$ cat src/rtl/volume_cmd_arbiter.sv
// volume_cmd_arbiter: two-requester round-robin arbiter that converts the
// granted requester's held volume key into single-cycle step strobes with
// press-and-hold auto-repeat.
//
// Build option: define VOLCTRL_AUTOREPEAT_EN to enable auto-repeat.
// Undefined (default), the REPEAT state and the delay counter are removed
// and every press yields exactly one step.
module volume_cmd_arbiter #(
  parameter int REPEAT_DELAY  = 25_000_000,
  parameter int REPEAT_PERIOD = 5_000_000,
  parameter int CNT_W         = 32
) (
  input  logic CLK,
  input  logic RESETn,
  input  logic A_UP,
  input  logic A_DOWN,
  input  logic B_UP,
  input  logic B_DOWN,
  output logic VOLUP,
  output logic VOLDOWN,
  output logic VOLVALID,
  output logic GRANT_A,
  output logic GRANT_B
);

  typedef enum logic [1:0] {
    CMD_NONE = 2'b00,
    CMD_UP   = 2'b01,
    CMD_DOWN = 2'b10
  } cmd_t;

  typedef enum logic {
    OWN_A = 1'b0,
    OWN_B = 1'b1
  } owner_t;

  typedef enum logic [1:0] {
    S_IDLE   = 2'b00,
    S_DELAY  = 2'b01,
    S_REPEAT = 2'b10
  } state_t;

  // Reject parameter values that would make the counter compare unreachable.
  if (REPEAT_DELAY < 1 || REPEAT_PERIOD < 1 || CNT_W < 1) begin : g_bad_param
    $error("volume_cmd_arbiter: REPEAT_DELAY, REPEAT_PERIOD and CNT_W must be >= 1");
  end

  // Both keys or no key of one requester is treated as no request at all.
  function automatic cmd_t decode(input logic up, input logic down);
    case ({up, down})
      2'b10:   decode = CMD_UP;
      2'b01:   decode = CMD_DOWN;
      default: decode = CMD_NONE;
    endcase
  endfunction

  state_t r_state;
  owner_t r_owner;
  owner_t r_last_owner;
  cmd_t   r_dir;
  logic   r_volup;
  logic   r_voldown;
  logic   r_volvalid;
  logic   r_grant_a;
  logic   r_grant_b;

  state_t w_state_nxt;
  owner_t w_owner_nxt;
  owner_t w_last_owner_nxt;
  cmd_t   w_dir_nxt;
  logic   w_step;
  cmd_t   w_cmd_a;
  cmd_t   w_cmd_b;
  cmd_t   w_cmd_own;

`ifdef VOLCTRL_AUTOREPEAT_EN
  localparam logic [CNT_W-1:0] DELAY_LAST  = CNT_W'(REPEAT_DELAY - 1);
  localparam logic [CNT_W-1:0] PERIOD_LAST = CNT_W'(REPEAT_PERIOD - 1);
  localparam logic [CNT_W-1:0] CNT_ONE     = CNT_W'(1);

  logic [CNT_W-1:0] r_cnt;
  logic [CNT_W-1:0] w_cnt_nxt;
`endif

  assign w_cmd_a   = decode(A_UP, A_DOWN);
  assign w_cmd_b   = decode(B_UP, B_DOWN);
  // Only the owner's keys matter once a grant is held.
  assign w_cmd_own = (r_owner == OWN_A) ? w_cmd_a : w_cmd_b;

  // Next-state, arbitration and step decision.
  always_comb begin
    // NOTE: every variable gets a default before the case so that no path
    // leaves it unassigned, which would otherwise infer a latch.
    w_state_nxt      = r_state;
    w_owner_nxt      = r_owner;
    w_last_owner_nxt = r_last_owner;
    w_dir_nxt        = r_dir;
    w_step           = 1'b0;
`ifdef VOLCTRL_AUTOREPEAT_EN
    w_cnt_nxt        = r_cnt;
`endif

    case (r_state)
      S_IDLE: begin
        if (w_cmd_a != CMD_NONE || w_cmd_b != CMD_NONE) begin
          // A wins when B is silent, or on a tie when B was served last.
          if (w_cmd_a != CMD_NONE && (w_cmd_b == CMD_NONE || r_last_owner == OWN_B)) begin
            w_owner_nxt = OWN_A;
            w_dir_nxt   = w_cmd_a;
          end else begin
            w_owner_nxt = OWN_B;
            w_dir_nxt   = w_cmd_b;
          end
          w_last_owner_nxt = w_owner_nxt;
          w_step           = 1'b1;
          w_state_nxt      = S_DELAY;
`ifdef VOLCTRL_AUTOREPEAT_EN
          w_cnt_nxt        = '0;
`endif
        end
      end

      S_DELAY: begin
        if (w_cmd_own != r_dir) begin
          w_state_nxt = S_IDLE;
`ifdef VOLCTRL_AUTOREPEAT_EN
        end else if (r_cnt == DELAY_LAST) begin
          w_step      = 1'b1;
          w_cnt_nxt   = '0;
          w_state_nxt = S_REPEAT;
        end else begin
          w_cnt_nxt = r_cnt + CNT_ONE;
`endif
        end
      end

`ifdef VOLCTRL_AUTOREPEAT_EN
      S_REPEAT: begin
        if (w_cmd_own != r_dir) begin
          w_state_nxt = S_IDLE;
        end else if (r_cnt == PERIOD_LAST) begin
          w_step    = 1'b1;
          w_cnt_nxt = '0;
        end else begin
          w_cnt_nxt = r_cnt + CNT_ONE;
        end
      end
`endif

      default: w_state_nxt = S_IDLE;
    endcase
  end

  // FSM and arbitration state register.
  always_ff @(posedge CLK or negedge RESETn) begin
    if (!RESETn) begin
      r_state      <= S_IDLE;
      r_owner      <= OWN_A;
      r_last_owner <= OWN_B;
      r_dir        <= CMD_NONE;
    end else begin
      // NOTE: non-blocking assignments make every flop here sample the
      // pre-edge values, independent of statement order.
      r_state      <= w_state_nxt;
      r_owner      <= w_owner_nxt;
      r_last_owner <= w_last_owner_nxt;
      r_dir        <= w_dir_nxt;
    end
  end

`ifdef VOLCTRL_AUTOREPEAT_EN
  // Cycle counter for the first-repeat delay and the repeat period.
  always_ff @(posedge CLK or negedge RESETn) begin
    if (!RESETn) begin
      r_cnt <= '0;
    end else begin
      r_cnt <= w_cnt_nxt;
    end
  end
`endif

  // Registered outputs: the step strobe lives for exactly one cycle and
  // grants follow the next state, so neither glitches with input changes.
  always_ff @(posedge CLK or negedge RESETn) begin
    if (!RESETn) begin
      r_volvalid <= 1'b0;
      r_volup    <= 1'b0;
      r_voldown  <= 1'b0;
      r_grant_a  <= 1'b0;
      r_grant_b  <= 1'b0;
    end else begin
      r_volvalid <= w_step;
      r_volup    <= w_step && (w_dir_nxt == CMD_UP);
      r_voldown  <= w_step && (w_dir_nxt == CMD_DOWN);
      r_grant_a  <= (w_state_nxt != S_IDLE) && (w_owner_nxt == OWN_A);
      r_grant_b  <= (w_state_nxt != S_IDLE) && (w_owner_nxt == OWN_B);
    end
  end

  assign VOLVALID = r_volvalid;
  assign VOLUP    = r_volup;
  assign VOLDOWN  = r_voldown;
  assign GRANT_A  = r_grant_a;
  assign GRANT_B  = r_grant_b;

endmodule

$ cat config.mk
export PLATFORM = sky130hd
export DESIGN_NAME = volume_cmd_arbiter
export DESIGN_NICKNAME = d
export VERILOG_FILES = /design/src/rtl/volume_cmd_arbiter.sv
export SDC_FILE = /design/constraint.sdc
export NUM_CORES = 1
export LEC_CHECK = 0
export BUFFER_PORTS_ARGS = -buffer_cell sky130_fd_sc_hd__buf_2
export CORE_AREA = 10 10 47 49
export CTS_CLUSTER_SIZE = 24
export DETAILED_ROUTE_END_ITERATION = 6
export DIE_AREA = 0 0 57 59
export GPL_ROUTABILITY_DRIVEN = 0
export HOLD_SLACK_MARGIN = 0.06
export PLACE_DENSITY_LB_ADDON = 0.1
export SYNTH_ARGS = -nofsm -noshare
export SYNTH_HDL_FRONTEND = slang
export SYNTH_SLANG_ARGS = --single-unit
$ cat constraint.sdc
create_clock -name CLK -period 1.67 [get_ports CLK]
set_clock_uncertainty 0.2 [all_clocks]
set_input_delay 0.167 -clock CLK [delete_from_list [all_inputs] [get_ports CLK]]
set_output_delay 0.167 -clock CLK [all_outputs]
set_load 0.05 [all_outputs]
After elaboration in Yosys (flattened, before gate mapping):

Index checks and enable logic that the tools add are counted.

* flip-flop bits (word level): 11
* input bits: 6

* bitwise logic cells: 1
* reduce and logical (&&, ||, !) cells: 13
* muxes and demuxes: 14
* equal/unequal tests: 8

Operator list (count)
* $mux 2: 6
* $pmux 2 s2: 3
* $eq 2x1->1 const B: 4
* $eq 2x2->1 const B: 3
* $reduce_bool 2->1: 3
* $logic_and 1x1->1: 5
* $mux 1: 5
* $logic_not 2->1: 2
* $logic_or 1x1->1: 2
* $ne 2x2->1: 1
* $reduce_and 2->1: 1
* $not 1->1: 1

Longest topological paths before layout:

* depth after elaboration: 10
* gate-level depth with buffers: 6
* depth with buffers taken out: 6

Worst setup path before layout:

OpenSTA, ideal clock, no wires.

* path type: input -> register
* start point: input A_UP
* end point: register r_grant_b, in the netlist GRANT_B
* arrival time: 1.207 ns
* buffers on the path: 0
* stages: 5
* slack: 0.134 ns
* required time: 1.341 ns
* library setup time: 0.129 ns
* cells stage by stage: inv_1 > ha_1 > or3_1 > o22a_2 > nor2b_1

* word-level cells in the longest chain between the ends: 8

RTL lines
* from (decl): RTL line 15 `input logic A_UP,`
* $eq 2x1->1 / $eq 2x2->1 (equally long branches): RTL line 50 `case ({up, down})`
* $pmux 2 s2 *: RTL line 50
* $reduce_bool 2->1 *: RTL line 105, 107
* $logic_and 1x1->1: RTL line 107 `if (w_cmd_a != CMD_NONE && (w_cmd_b == CMD_NONE || r_last_owner == OWN_B)) begin`
* $mux 1: RTL line 107
* $mux 1 *: RTL line 105 `if (w_cmd_a != CMD_NONE || w_cmd_b != CMD_NONE) begin`
* $mux 1 *: RTL line 103 `case (r_state)`
* named net w_owner_nxt: RTL line 68 `owner_t w_owner_nxt;`
* $logic_and 1x1->1 *: RTL line 196 `r_grant_b <= (w_state_nxt != S_IDLE) && (w_owner_nxt == OWN_B);`
* to (signal assigned): RTL line 196
* to (decl): RTL line 65 `logic r_grant_b;`

The timed path passes the listed nets; every way through them passes the cells marked *.
A chain may end at the register's enable or synchronous reset.

Worst setup path after layout:

* start point: register r_state[0]
* end point: register r_grant_b, in the netlist GRANT_B

RTL lines
* from (decl): RTL line 57 `state_t r_state;`
* from (signal assigned): RTL line 164 `r_state <= w_state_nxt;`
* $logic_not 2->1: RTL line 103
* $mux 1: RTL line 103
* named net w_owner_nxt: RTL line 68
* $logic_and 1x1->1: RTL line 196

The timed path passes the listed nets, and every way through them passes these cells.

==> results.sh <==
export IMPL_drive_gt1_share_pct=34.4
export IMPL_grt_pass1_vias=405
export IMPL_post_cts_resized=0
export IMPL_synth_most_common_cell="dfrtp_1"
export IMPL_period_minus_slack_ps=1480
export IMPL_cellLeakagePower_nw=0.357
export IMPL_synthTopCellsByArea="dfrtp_1 (49%), ha_1 (9.7%), mux2i_1 (7.8%)"
export IMPL_status="finished clean"
export IMPL_insertion_delay_ps=260
export IMPL_ant_nets=0
export IMPL_io_buffers=10
export IMPL_gr_total_overflow=0
export IMPL_ios=11
export IMPL_grt_pass1_wl_microns=1740
export IMPL_wl_met1_microns=429
export IMPL_yosysTopAreaCellShare_pct=48.5
export IMPL_met2_length_microns=505
export IMPL_nets=75
export IMPL_clock_fmax_ghz=0.676
export IMPL_hold_viol=0
export IMPL_ys_types=18
export IMPL_cts_tree="built"
export IMPL_initial_core_util_pct=36.8
export IMPL_layout_area_overhead_vs_synth_pct=27.9
export IMPL_dp_hpwl_microns=823
export IMPL_ys_ff_latch=11
export IMPL_ctsLongestPathBuffers=2
export IMPL_async_reset_ff_share_pct=100
export IMPL_syn_inst=44
export IMPL_synthSimpleGateAreaFrac_pct=7.77
export IMPL_cts_hold_buf=1
export IMPL_htree_levels=1
export IMPL_first_iter_violations=3
export IMPL_synthTopCellsByCount="dfrtp_1 (10), inv_1 (6), ha_1 (4), mux2i_1 (4), nor2_1 (4)"
export IMPL_finalWirelength_microns=969
export IMPL_synth_top_family_by_area="compound AO/OA/AOI/OAI gates"
export IMPL_maxCapViolations=0
export IMPL_drc=0
export IMPL_ys_seq_area_share_pct=53.6
export IMPL_tns_ps=0
export IMPL_setup_viol=0
export IMPL_cts_sinks=11
export IMPL_dr_pass1_iters=3
export IMPL_top_layer="met3"
export IMPL_synthMuxAreaShare_pct=9.95
export IMPL_fp_row_count=14
export IMPL_worstSetupStartpointType="flop"
export IMPL_synth_top_cell_by_area="dfrtp_1"
export IMPL_die_area_sq_mm=0.00336
export IMPL_cts_setup_buffers=0
export IMPL_die_w_microns=57
export IMPL_diodes=0
export IMPL_met3RoutedLength_microns=34
export IMPL_detail_route_wl_per_cell_microns=12.1
export IMPL_viasPerCell=4.48
export IMPL_slew_violations=0
export IMPL_synth_xor_area_share_pct=3.40
export IMPL_via_count=358
export IMPL_antenna_found_initial=0
export IMPL_synth_compound_area_share_pct=10.4
export IMPL_hold_class="primary input to async pin"
export IMPL_rsz0062_at_grt="no"
export IMPL_total_power_mw=0.796
export IMPL_grt_max_degree=12
export IMPL_grt_total_usage_pct=6.54
export IMPL_clockRootBuffer="clkbuf_4"
export IMPL_cp_arrival_ps=1420
export IMPL_setup_worst_path_class="flop to flop"
export IMPL_die_y_microns=59
export IMPL_ys_warn_count=0
export IMPL_synth_edf_count=0
export IMPL_synthAdderAreaFrac_pct=9.71
export IMPL_cellPowerDensity_mw_per_mm2=1210
export IMPL_coreArea_sq_mm=0.00140
export IMPL_ir_drop_uv=572
export IMPL_crit_fanout=4
export IMPL_netlist_area_sq_um=515
export IMPL_syn_area_per_cell_sq_um=11.7
export IMPL_clk_pin_slew_ps=60
export IMPL_end_kind="flop"
export IMPL_cp_required_ps=1610
export IMPL_hold_ws_ps=98.0
export IMPL_cts_buffers_inserted=3
export IMPL_syn_nets=54
export IMPL_finalCritPeriodShare_pct=88.5
export IMPL_synth_ff_type="dfrtp_1"
export IMPL_fin_util_pct=47.1
==> worst paths after layout <==
check	startpoint	to	slack, ps	depth (start not counted)
setup / recovery	r_state[0]	GRANT_B	190	3
hold / removal	RESETn	r_state[0]	100	2
setup reg to reg	r_state[0]	GRANT_B	190	3
hold reg to reg	r_dir[0]	r_dir[0]	310	1
max in group asynchronous	RESETn	r_last_owner	920	2
min in group CLK	A_DOWN	VOLUP	220	5
==> sequential cells by signal, indices dropped and copies added (netlist names) <==
signal and cells:
r_last_owner 1, r_state 2, VOLVALID 1, VOLDOWN 1
r_owner 1, GRANT_A 1, GRANT_B 1, r_dir 2
VOLUP 1
==> final cells by class <==
| cell class | instances | area, sq um |
|---|---|---|
| fill | 151 | 742 |
| sequential | 11 | 277 |
| multi-input combinational | 27 | 216 |
| timing repair buffer | 16 | 97.6 |
| clock buffer | 4 | 26.3 |
| inverter | 6 | 22.5 |
| tap | 16 | 20.0 |
==> layout by cell type (no fill, tap or decap) <==
cell / instances
buf_4: 5
o21bai_1: 1
a41oi_1: 1
dlygate4sd3_1: 1
clkbuf_4: 3
nand2_1: 2
a211oi_2: 1
buf_2: 10
mux2_2: 1
nor2b_1: 1
ha_1: 4
conb_1: 1
xor2_1: 2
o21a_1: 2
or3_1: 1
mux2i_1: 4
nor2_1: 4
dfrtp_1: 10
inv_1: 6
nor3_1: 1
clkbuf_1: 1
o22a_2: 1
dfstp_2: 1
==> kinds of logic (layout without fill, tap and decap cells) <==
logic type               after synthesis  count (layout)
AND/OR/NAND/NOR                        9               9
XOR/XNOR                               2               2
flip-flops                            11              11
AO/OA/AOI/OAI                          6               6
adder cells (fa/ha/maj)                4               4
other                                  1               1
buffers and inverters                  6              26
multiplexers                           5               5
==> power by group <==
group | internal [mW] | switching, mW | total (mW)
Combinational | 0.112 | 0.144 | 0.256
Sequential | 0.330 | 0.0421 | 0.373
Clock | 0.0921 | 0.0759 | 0.168
Total | 0.534 | 0.262 | 0.796
==> stage by stage <==
stage                     setup WS [ps]  cells  cell area, sq um
after floorplan                     134     44               515
final                               192     80               659
after detailed placement          -66.6     75               623
after global routing               53.2     80               659
after CTS                           184     80               659
after global placement            0.808     75               623
==> metal layers <==
layer / up-vias / track usage, %
li1: 184 / -
met1: 169 / 6.82
met2: 5 / 11.2
met3: 0 / 2.79
met4: 0 / 3.02
met5: - / 0
==> critical path: stages (launching register included) <==
cell	delay (ps)
dfrtp_1	410
or3_1	380
o22a_2	240
nor2b_1	130
No activity file was read; power rests on OpenSTA's default activity.
